$ cat config.mk
export PLATFORM = sky130hd
export DESIGN_NAME = demm_axil_cfg_master
export DESIGN_NICKNAME = d
export VERILOG_FILES = /design/src/rtl/demm_axil_cfg_master.sv
export SDC_FILE = /design/constraint.sdc
export NUM_CORES = 1
export LEC_CHECK = 0
export CORE_MARGIN = 5
export CORE_UTILIZATION = 42
export CTS_CLUSTER_DIAMETER = 200
export DETAILED_ROUTE_END_ITERATION = 8
export PLACE_DENSITY_LB_ADDON = 0.08
export SETUP_SLACK_MARGIN = 0.5
export SLEW_MARGIN = 40
export SYNTH_ARGS = -nofsm -noshare
export SYNTH_HDL_FRONTEND = slang
export SYNTH_SLANG_ARGS = --single-unit
$ cat constraint.sdc
create_clock -name aclk -period 2.55 [get_ports aclk]
set_input_delay 0.3825 -clock aclk [delete_from_list [all_inputs] [get_ports aclk]]
set_output_delay 0.3825 -clock aclk [all_outputs]
set_load 0.1 [all_outputs]
$ cat src/rtl/demm_axil_cfg_master.sv
// demm_axil_cfg_master: turns a cmd stream (addr/data/rw) into single AXI4-Lite
// transactions towards the DEMM register slave, one outstanding at a time.
// Results come back on a rsp stream. Completed and failed transactions are counted.
`timescale 1ns/1ps
module demm_axil_cfg_master #(
  parameter int ADDR_W    = 32,
  parameter int DATA_W    = 32,
  parameter int ERR_CNT_W = 16
) (
  input  logic                 aclk,
  input  logic                 aresetn,
  // command stream
  input  logic                 cmd_valid,
  output logic                 cmd_ready,
  input  logic                 cmd_write,
  input  logic [ADDR_W-1:0]    cmd_addr,
  input  logic [DATA_W-1:0]    cmd_wdata,
  // response stream
  output logic                 rsp_valid,
  input  logic                 rsp_ready,
  output logic                 rsp_write,
  output logic [DATA_W-1:0]    rsp_rdata,
  output logic [1:0]           rsp_resp,
  // AXI4-Lite master
  output logic                 m_axil_awvalid,
  input  logic                 m_axil_awready,
  output logic [ADDR_W-1:0]    m_axil_awaddr,
  output logic                 m_axil_wvalid,
  input  logic                 m_axil_wready,
  output logic [DATA_W-1:0]    m_axil_wdata,
  input  logic                 m_axil_bvalid,
  output logic                 m_axil_bready,
  input  logic [1:0]           m_axil_bresp,
  output logic                 m_axil_arvalid,
  input  logic                 m_axil_arready,
  output logic [ADDR_W-1:0]    m_axil_araddr,
  input  logic                 m_axil_rvalid,
  output logic                 m_axil_rready,
  input  logic [DATA_W-1:0]    m_axil_rdata,
  input  logic [1:0]           m_axil_rresp,
  // status
  output logic                 busy,
  output logic [31:0]          txn_cnt,
  output logic [ERR_CNT_W-1:0] err_cnt
);

  typedef enum logic [2:0] {IDLE, WR_REQ, WR_RESP, RD_REQ, RD_DATA, RSP} state_t;

  state_t                state_q, state_d;
  logic [ADDR_W-1:0]     addr_q, addr_d;
  logic [DATA_W-1:0]     wdata_q, wdata_d;
  logic                  awvalid_q, awvalid_d;
  logic                  wvalid_q, wvalid_d;
  logic                  aw_done_q, aw_done_d;
  logic                  w_done_q, w_done_d;
  logic                  bready_q, bready_d;
  logic                  arvalid_q, arvalid_d;
  logic                  rready_q, rready_d;
  logic                  rsp_valid_q, rsp_valid_d;
  logic                  rsp_write_q, rsp_write_d;
  logic [DATA_W-1:0]     rsp_rdata_q, rsp_rdata_d;
  logic [1:0]            rsp_resp_q, rsp_resp_d;
  logic [31:0]           txn_cnt_q, txn_cnt_d;
  logic [ERR_CNT_W-1:0]  err_cnt_q, err_cnt_d;

  logic aw_hs, w_hs;
  assign aw_hs = awvalid_q && m_axil_awready;
  assign w_hs  = wvalid_q  && m_axil_wready;

  // Next-state, AXI channel valids/readies, response capture and counters
  always_comb begin
    state_d     = state_q;
    addr_d      = addr_q;
    wdata_d     = wdata_q;
    awvalid_d   = awvalid_q;
    wvalid_d    = wvalid_q;
    aw_done_d   = aw_done_q;
    w_done_d    = w_done_q;
    bready_d    = bready_q;
    arvalid_d   = arvalid_q;
    rready_d    = rready_q;
    rsp_valid_d = rsp_valid_q;
    rsp_write_d = rsp_write_q;
    rsp_rdata_d = rsp_rdata_q;
    rsp_resp_d  = rsp_resp_q;
    txn_cnt_d   = txn_cnt_q;
    err_cnt_d   = err_cnt_q;
    case (state_q)
      IDLE: begin
        if (cmd_valid) begin
          addr_d      = cmd_addr;
          wdata_d     = cmd_wdata;
          rsp_write_d = cmd_write;
          if (cmd_write) begin
            state_d   = WR_REQ;
            awvalid_d = 1'b1;
            wvalid_d  = 1'b1;
            aw_done_d = 1'b0;
            w_done_d  = 1'b0;
          end else begin
            state_d   = RD_REQ;
            arvalid_d = 1'b1;
          end
        end
      end
      // AW and W complete independently, in any order or together
      WR_REQ: begin
        if (aw_hs) begin
          awvalid_d = 1'b0;
          aw_done_d = 1'b1;
        end
        if (w_hs) begin
          wvalid_d = 1'b0;
          w_done_d = 1'b1;
        end
        if ((aw_done_q || aw_hs) && (w_done_q || w_hs)) begin
          state_d  = WR_RESP;
          bready_d = 1'b1;
        end
      end
      WR_RESP: begin
        if (m_axil_bvalid) begin
          state_d     = RSP;
          bready_d    = 1'b0;
          rsp_valid_d = 1'b1;
          rsp_rdata_d = '0;
          rsp_resp_d  = m_axil_bresp;
          txn_cnt_d   = txn_cnt_q + 32'd1;
          if (m_axil_bresp != 2'b00 && err_cnt_q != '1)
            err_cnt_d = err_cnt_q + ERR_CNT_W'(1);
        end
      end
      RD_REQ: begin
        if (m_axil_arready) begin
          state_d   = RD_DATA;
          arvalid_d = 1'b0;
          rready_d  = 1'b1;
        end
      end
      RD_DATA: begin
        if (m_axil_rvalid) begin
          state_d     = RSP;
          rready_d    = 1'b0;
          rsp_valid_d = 1'b1;
          rsp_rdata_d = m_axil_rdata;
          rsp_resp_d  = m_axil_rresp;
          txn_cnt_d   = txn_cnt_q + 32'd1;
          if (m_axil_rresp != 2'b00 && err_cnt_q != '1)
            err_cnt_d = err_cnt_q + ERR_CNT_W'(1);
        end
      end
      RSP: begin
        if (rsp_ready) begin
          state_d     = IDLE;
          rsp_valid_d = 1'b0;
        end
      end
      default: state_d = IDLE;
    endcase
  end

  // State and output registers, synchronous active-low reset
  always_ff @(posedge aclk) begin
    if (!aresetn) begin
      state_q     <= IDLE;
      addr_q      <= '0;
      wdata_q     <= '0;
      awvalid_q   <= 1'b0;
      wvalid_q    <= 1'b0;
      aw_done_q   <= 1'b0;
      w_done_q    <= 1'b0;
      bready_q    <= 1'b0;
      arvalid_q   <= 1'b0;
      rready_q    <= 1'b0;
      rsp_valid_q <= 1'b0;
      rsp_write_q <= 1'b0;
      rsp_rdata_q <= '0;
      rsp_resp_q  <= '0;
      txn_cnt_q   <= '0;
      err_cnt_q   <= '0;
    end else begin
      state_q     <= state_d;
      addr_q      <= addr_d;
      wdata_q     <= wdata_d;
      awvalid_q   <= awvalid_d;
      wvalid_q    <= wvalid_d;
      aw_done_q   <= aw_done_d;
      w_done_q    <= w_done_d;
      bready_q    <= bready_d;
      arvalid_q   <= arvalid_d;
      rready_q    <= rready_d;
      rsp_valid_q <= rsp_valid_d;
      rsp_write_q <= rsp_write_d;
      rsp_rdata_q <= rsp_rdata_d;
      rsp_resp_q  <= rsp_resp_d;
      txn_cnt_q   <= txn_cnt_d;
      err_cnt_q   <= err_cnt_d;
    end
  end

  assign cmd_ready      = (state_q == IDLE);
  assign busy           = (state_q != IDLE);
  assign m_axil_awvalid = awvalid_q;
  assign m_axil_awaddr  = addr_q;
  assign m_axil_wvalid  = wvalid_q;
  assign m_axil_wdata   = wdata_q;
  assign m_axil_bready  = bready_q;
  assign m_axil_arvalid = arvalid_q;
  assign m_axil_araddr  = addr_q;
  assign m_axil_rready  = rready_q;
  assign rsp_valid      = rsp_valid_q;
  assign rsp_write      = rsp_write_q;
  assign rsp_rdata      = rsp_rdata_q;
  assign rsp_resp       = rsp_resp_q;
  assign txn_cnt        = txn_cnt_q;
  assign err_cnt        = err_cnt_q;

endmodule

==> results.py, run 1 <==
metrics = {
    "cells_and_area": {
        "fillCellCount": 1347,
        "antennaDiodeCount": 0,
        "fin_area_um2": 9880,
        "syn_to_final_growth_pct": 51.3,
        "nNetsFinal": 1161,
        "drive_gt1_frac": 0.286,
        "regArea_um2": 3270,
        "multi_input_area_um2": 2980,
    },
    "clock_network": {
        "clk_latency_ns": 0.42,
        "postCtsHoldBufs": 0,
        "cts-buffers-inserted": 17,
        "path_clk_slew_ns": 0.06,
        "clock_path_buffers": 2,
        "cts.sinks": 158,
        "cts_tree": "yes",
        "h-tree-depth": 4,
        "cts_root_buffer": "clkbuf_16",
    },
    "worst_setup_path": {
        "r2r_end": "err_cnt[14]",
        "worstPathArrival_ns": 2.30,
        "path_delay_family": "simple AND/OR/NAND/NOR gates",
        "r2r_start": "err_cnt[3]",
        "cp_num_buf_inv": 1,
        "critPathCaptureType": "register",
        "ff2ff_path_depth": 7,
        "worstSetupStartpointType": "register",
        "r2r_slack_ns": 0.60,
        "cp_cell_sequence": "nand3_4 > or4_4 > a21oi_4 > buf_12 > nor2_2 > a31o_1 > a21oi_2",
        "cp_max_fo": 12,
        "max_stage_delay_ns": 0.63,
        "critPathSlowestCell": "or4_4",
        "startpoint": "err_cnt[3]",
        "worstSetupPathType": "register to register",
        "required_ns": 2.90,
    },
    "floorplanning": {
        "start_util": 0.428,
        "rows": 45,
        "die_w_um": 135,
        "core_um2": 15300,
        "die_h_um": 135,
        "ios": 297,
        "die_area_um2": 18200,
    },
    "job": {
        "maxCapViolCount": 0,
    },
    "placement": {
        "dp_hpwl_mm": 14.8,
        "portBuffers": 296,
        "dpl-instance-area_um2": 9210,
        "gp_congestion": 0.825,
    },
    "route": {
        "wl_per_cell_um": 15.8,
        "vias_per_cell": 4.85,
        "drc": 0,
        "first_iter_violations": 317,
        "wl_mm": 20.1,
        "vias": 6164,
        "postRouteAntennaNets": 0,
        "drt-pass1-iter-count": 5,
    },
    "outcome": {
        "status": "finished, final reports clean",
    },
    "timing": {
        "relSlewSlack": 0.662,
        "fmax_mhz": 513,
        "drv_slew": 0,
        "worstMarginPinSlew_ns": 0.506,
        "hold_ws_ns": 0.449,
        "fin_crit_ns": 1.95,
        "hold_viol": 0,
        "clock_skew_ns": 0.00797,
        "fin_setup_tns_ns": 0,
        "rsz0062_at_grt": "false",
        "fin_crit_sh": 0.764,
        "finalSetupViolations": 0,
    },
    "hold_path": {
        "min_to": "m_axil_wdata[0]",
        "hp-start": "m_axil_wdata[0]",
        "hp-class": "register to register",
        "holdPathStages": 2,
    },
    "global_route": {
        "grt_overflow": 0,
        "grt_max_degree": 66,
        "grt_pass1_vias": 5635,
        "grt.total_usage": 0.211,
        "grt_pass1_wl_mm": 30.5,
        "antenna_found_initial": 1,
    },
    "logic_synthesis": {
        "yosys_warnings": 0,
        "synth_nets": 908,
        "mappedNetlistArea_um2": 6540,
        "synth_top_cell_by_area": "dfxtp_1",
        "synth_most_common_cell": "nand2_1",
        "ys_ff_latch": 158,
        "async_flop_share": 0,
        "synth_top_area_share": 0.484,
        "ys_types": 49,
        "synthCells": 796,
        "ys_top_cells_by_count": "196 x nand2_1, 158 x dfxtp_1, 108 x a21oi_1, 50 x nand3_1, 50 x nor2_1",
        "synth-edff-count": 0,
        "synth-seq-area-share": 0.484,
        "synthTopCellsByArea": "dfxtp_1 48%, nand2_1 11%, a21oi_1 8.3%",
        "synth_ff_type": "dfxtp_1",
        "avgSynthCellArea_um2": 8.21,
    },
    "pwr": {
        "p_leak_nw": 4.03,
        "power_mw": 10.8,
        "max-vdd-ir-drop_mv": 0.649,
        "powerDensity_nw_per_um2": 1090,
    },
}
[cell usage in the layout (no fill, tap or decap), types with 6 or more instances in the layout]
cell type | netlist | final
buf_4 | 34 | 200
nand2_1 | 196 | 194
dfxtp_1 | 158 | 115
clkdlybuf4s50_1 | 0 | 109
a21oi_1 | 108 | 107
nand3_1 | 50 | 50
nor2_1 | 50 | 49
dfxtp_2 | 0 | 23
xnor2_1 | 20 | 20
clkbuf_16 | 0 | 20
dfxtp_4 | 0 | 20
nand2b_1 | 15 | 14
nor3_1 | 14 | 13
mux2i_1 | 12 | 12
xor2_1 | 12 | 12
nand4_1 | 11 | 11
and3_1 | 7 | 7
o21ai_0 | 7 | 7
buf_12 | 0 | 6
[cells by family after synthesis]
family | synth area share
fa+ha+maj | 0.00383
compound gates | 0.116
mux | 0.0201
simple gates | 0.262
buf+inv | 0.0712
xor+xnor | 0.0429
flops | 0.484
[metrics by stage]
step / utilization / setup slack (ns) / cells
CTS: 0.645 / 0.504 / 1269
global route: 0.648 / 0.509 / 1270
floorplan: - / 0.147 / 796
finish: 0.648 / 0.601 / 1270
global placement: 0.604 / 0.203 / 1240
detailed placement: 0.604 / 0.161 / 1240
[flip-flops by register name (all words and copies together), names as in the netlist, 2 cells and up]
name / flops
m_axil_araddr: 32
m_axil_wdata: 32
rsp_rdata: 32
txn_cnt: 32
err_cnt: 16
state_q: 3
rsp_resp: 2
[how the worst max path moves through the flow]
stage | to | slack [ns] | depth (start not counted)
after global routing | err_cnt[14] | 0.51 | 6
after floorplan | busy | 0.15 | 3
after detailed placement | txn_cnt[31] | 0.16 | 7
after global placement | txn_cnt[31] | 0.20 | 7
after CTS | err_cnt[14] | 0.50 | 6
final | err_cnt[14] | 0.60 | 7
[metal layers]
| metal | track usage | wire length, um |
|---|---|---|
| met3 | 0.0630 | 1650 |
| met1 | 0.259 | 8250 |
| met2 | 0.351 | 9690 |
| met4 | 0.0735 | 458 |
| met5 | 0 | 13 |
[tightest hold or removal path: stages, from the launching register on]
cell and delay (ns):
dfxtp_1 0.31, nand2_1 0.05, a21oi_1 0.05
[power breakdown]
| group | total (mW) | leakage [nW] | internal (mW) | switching, mW |
|---|---|---|---|---|
| Combinational | 5.12 | 2.41 | 1.10 | 4.02 |
| Clock | 2.67 | 0.310 | 1.71 | 0.964 |
| Sequential | 3.02 | 1.31 | 2.76 | 0.258 |
[repair_timing]
| action | CTS | global route |
|---|---|---|
| setup buffers | 0 | 1 |
| endpoints found under the setup margin | 4 | 26 |
| pin swaps | 2 | 2 |
| resized for setup | 2 | 4 |
[final cells by class]
cell class,instances,area share
Sequential cell,158,0.331
Clock buffer,26,0.0570
Clock inverter,3,0.00671
Inverter,5,0.00215
Timing Repair Buffer,316,0.276
Multi-Input combinational cell,551,0.301
Tap cell,211,0.0267
No activity file was read; power rests on OpenSTA's default activity.
==> run 2, diff against run 1 <==
- CORE_UTILIZATION: 42 -> 38
- clock period: 2.55 -> 1.6 ns (I/O delays scaled with it)
==> results.py, run 2 (synthesis results as in run 1) <==
metrics = {
    "outcome": {
        "status": "finished with violations",
        "violations": "negative setup slack",
    },
    "global_route": {
        "grt_overflow": 0,
        "grt_max_degree": 42,
        "grt.total_usage": 0.324,
        "grt_pass1_vias": 8406,
        "grt_pass1_wl_mm": 50.0,
        "antenna_found_initial": 2,
    },
    "route": {
        "wl_mm": 41.6,
        "drc": 0,
        "postRouteAntennaNets": 0,
        "wl_per_cell_um": 28.0,
        "vias_per_cell": 5.71,
        "drt-pass1-iter-count": 6,
        "first_iter_violations": 604,
        "vias": 8475,
    },
    "clock_network": {
        "clock_path_buffers": 2,
        "cts.sinks": 158,
        "cts_tree": "yes",
        "cts_root_buffer": "clkbuf_16",
        "postCtsHoldBufs": 0,
        "path_clk_slew_ns": 0.07,
        "clk_latency_ns": 0.44,
        "h-tree-depth": 4,
        "cts-buffers-inserted": 17,
    },
    "floorplanning": {
        "rows": 48,
        "start_util": 0.383,
        "core_um2": 17100,
        "ios": 297,
        "die_area_um2": 19900,
        "die_h_um": 141,
        "die_w_um": 141,
    },
    "timing": {
        "drv_slew": 0,
        "fin_crit_sh": 1.33,
        "clock_skew_ns": 0.0106,
        "relSlewSlack": 0.514,
        "worst_slack_ns": -0.528,
        "hold_viol": 0,
        "finalSetupViolations": 154,
        "fin_crit_ns": 2.13,
        "rsz0062_at_grt": "true",
        "worstMarginPinSlew_ns": 0.729,
        "fmax_mhz": 470,
    },
    "cells_and_area": {
        "fin_util": 0.957,
        "drive_gt1_frac": 0.687,
        "mostFrequentLayoutCell": "buf_12",
        "fillCellCount": 359,
        "nNetsFinal": 1357,
        "final_cell_mix": "211 x buf_12, 120 x nand2_1, 109 x clkdlybuf4s50_1",
        "fin_area_um2": 16300,
        "syn_to_final_growth_pct": 150,
    },
    "pwr": {
        "p_leak_nw": 6.47,
        "max-vdd-ir-drop_mv": 1.03,
        "powerDensity_nw_per_um2": 1460,
        "power_mw": 23.8,
    },
    "placement": {
        "dp_hpwl_mm": 18.2,
        "pre_cts_slack_ns": -0.625,
        "dpl-instance-area_um2": 12500,
        "gp_congestion": 0.811,
        "portBuffers": 296,
    },
    "worst_setup_path": {
        "worstSetupPathType": "register to register",
        "required_ns": 1.98,
        "worstSetupStartpointType": "register",
        "cp_max_fo": 5,
        "worstPathArrival_ns": 2.51,
        "critPathCaptureType": "register",
    },
    "job": {
        "maxCapViolCount": 0,
    },
    "hold_path": {
        "hp-class": "primary input to register",
    },
}
## run 2: changes by cell type in the layout (fill, tap and decap cells not counted), sizes merged
cell,change
and2,+1
buf,+195
bufinv,-1
clkinv,+4
diode,+2
## run 2: stage by stage
stage               instances  TNS (ns)  hold slack, ns
floorplan                 796    -45.95           0.322
global placement         1327    -29.11           0.457
detailed placement       1327    -32.99           0.462
CTS                      1439     -7.23           0.341
global route             1484    -34.47           0.373
finish                   1485    -28.08           0.374
## run 2: worst paths after layout
check,from,end,slack [ns],cells past startpoint
setup / recovery,err_cnt[8],err_cnt[10],-0.53,6
hold / removal,m_axil_rdata[17],rsp_rdata[17],0.37,3
hold reg to reg,rsp_rdata[11],rsp_rdata[11],0.49,2
setup reg to reg,err_cnt[8],err_cnt[10],-0.53,6
## run 2: final cells by class
class,instances,area (um2),share of cell area
Timing Repair Buffer,511,7370,0.452
Multi-Input combinational cell,552,4510,0.277
Sequential cell,158,3570,0.219
Clock buffer,26,499,0.0306
Tap cell,225,282,0.0173
Clock inverter,6,60.1,0.00368
Inverter,5,23.8,0.00146
Antenna cell,2,5.00,0.000307
## run 2: per-layer routing
metal / track usage / wire, um
met5: 0 / 0
met4: 0.180 / 3120
met3: 0.0801 / 3260
met2: 0.587 / 21600
met1: 0.340 / 13600
## run 2: power by group
part           internal (mW)  switching (mW)
Combinational           5.85            8.56
Clock                   2.31            1.76
Sequential              4.53           0.786
## run 2: worst max-delay path, stage by stage (launching register included)
cell	delay, ns
dfxtp_4	0.36
nand4_1	0.16
or4_4	0.63
o2111ai_4	0.37
nor2_4	0.10
a21oi_1	0.28
a31o_2	0.17
## run 2: what timing repair did
action                     4_1_cts  5_1_grt
pin swaps                      178       98
buffers inserted                64       44
cloned                          16        0
setup endpoints to repair      345      345
gates resized for setup        303      161
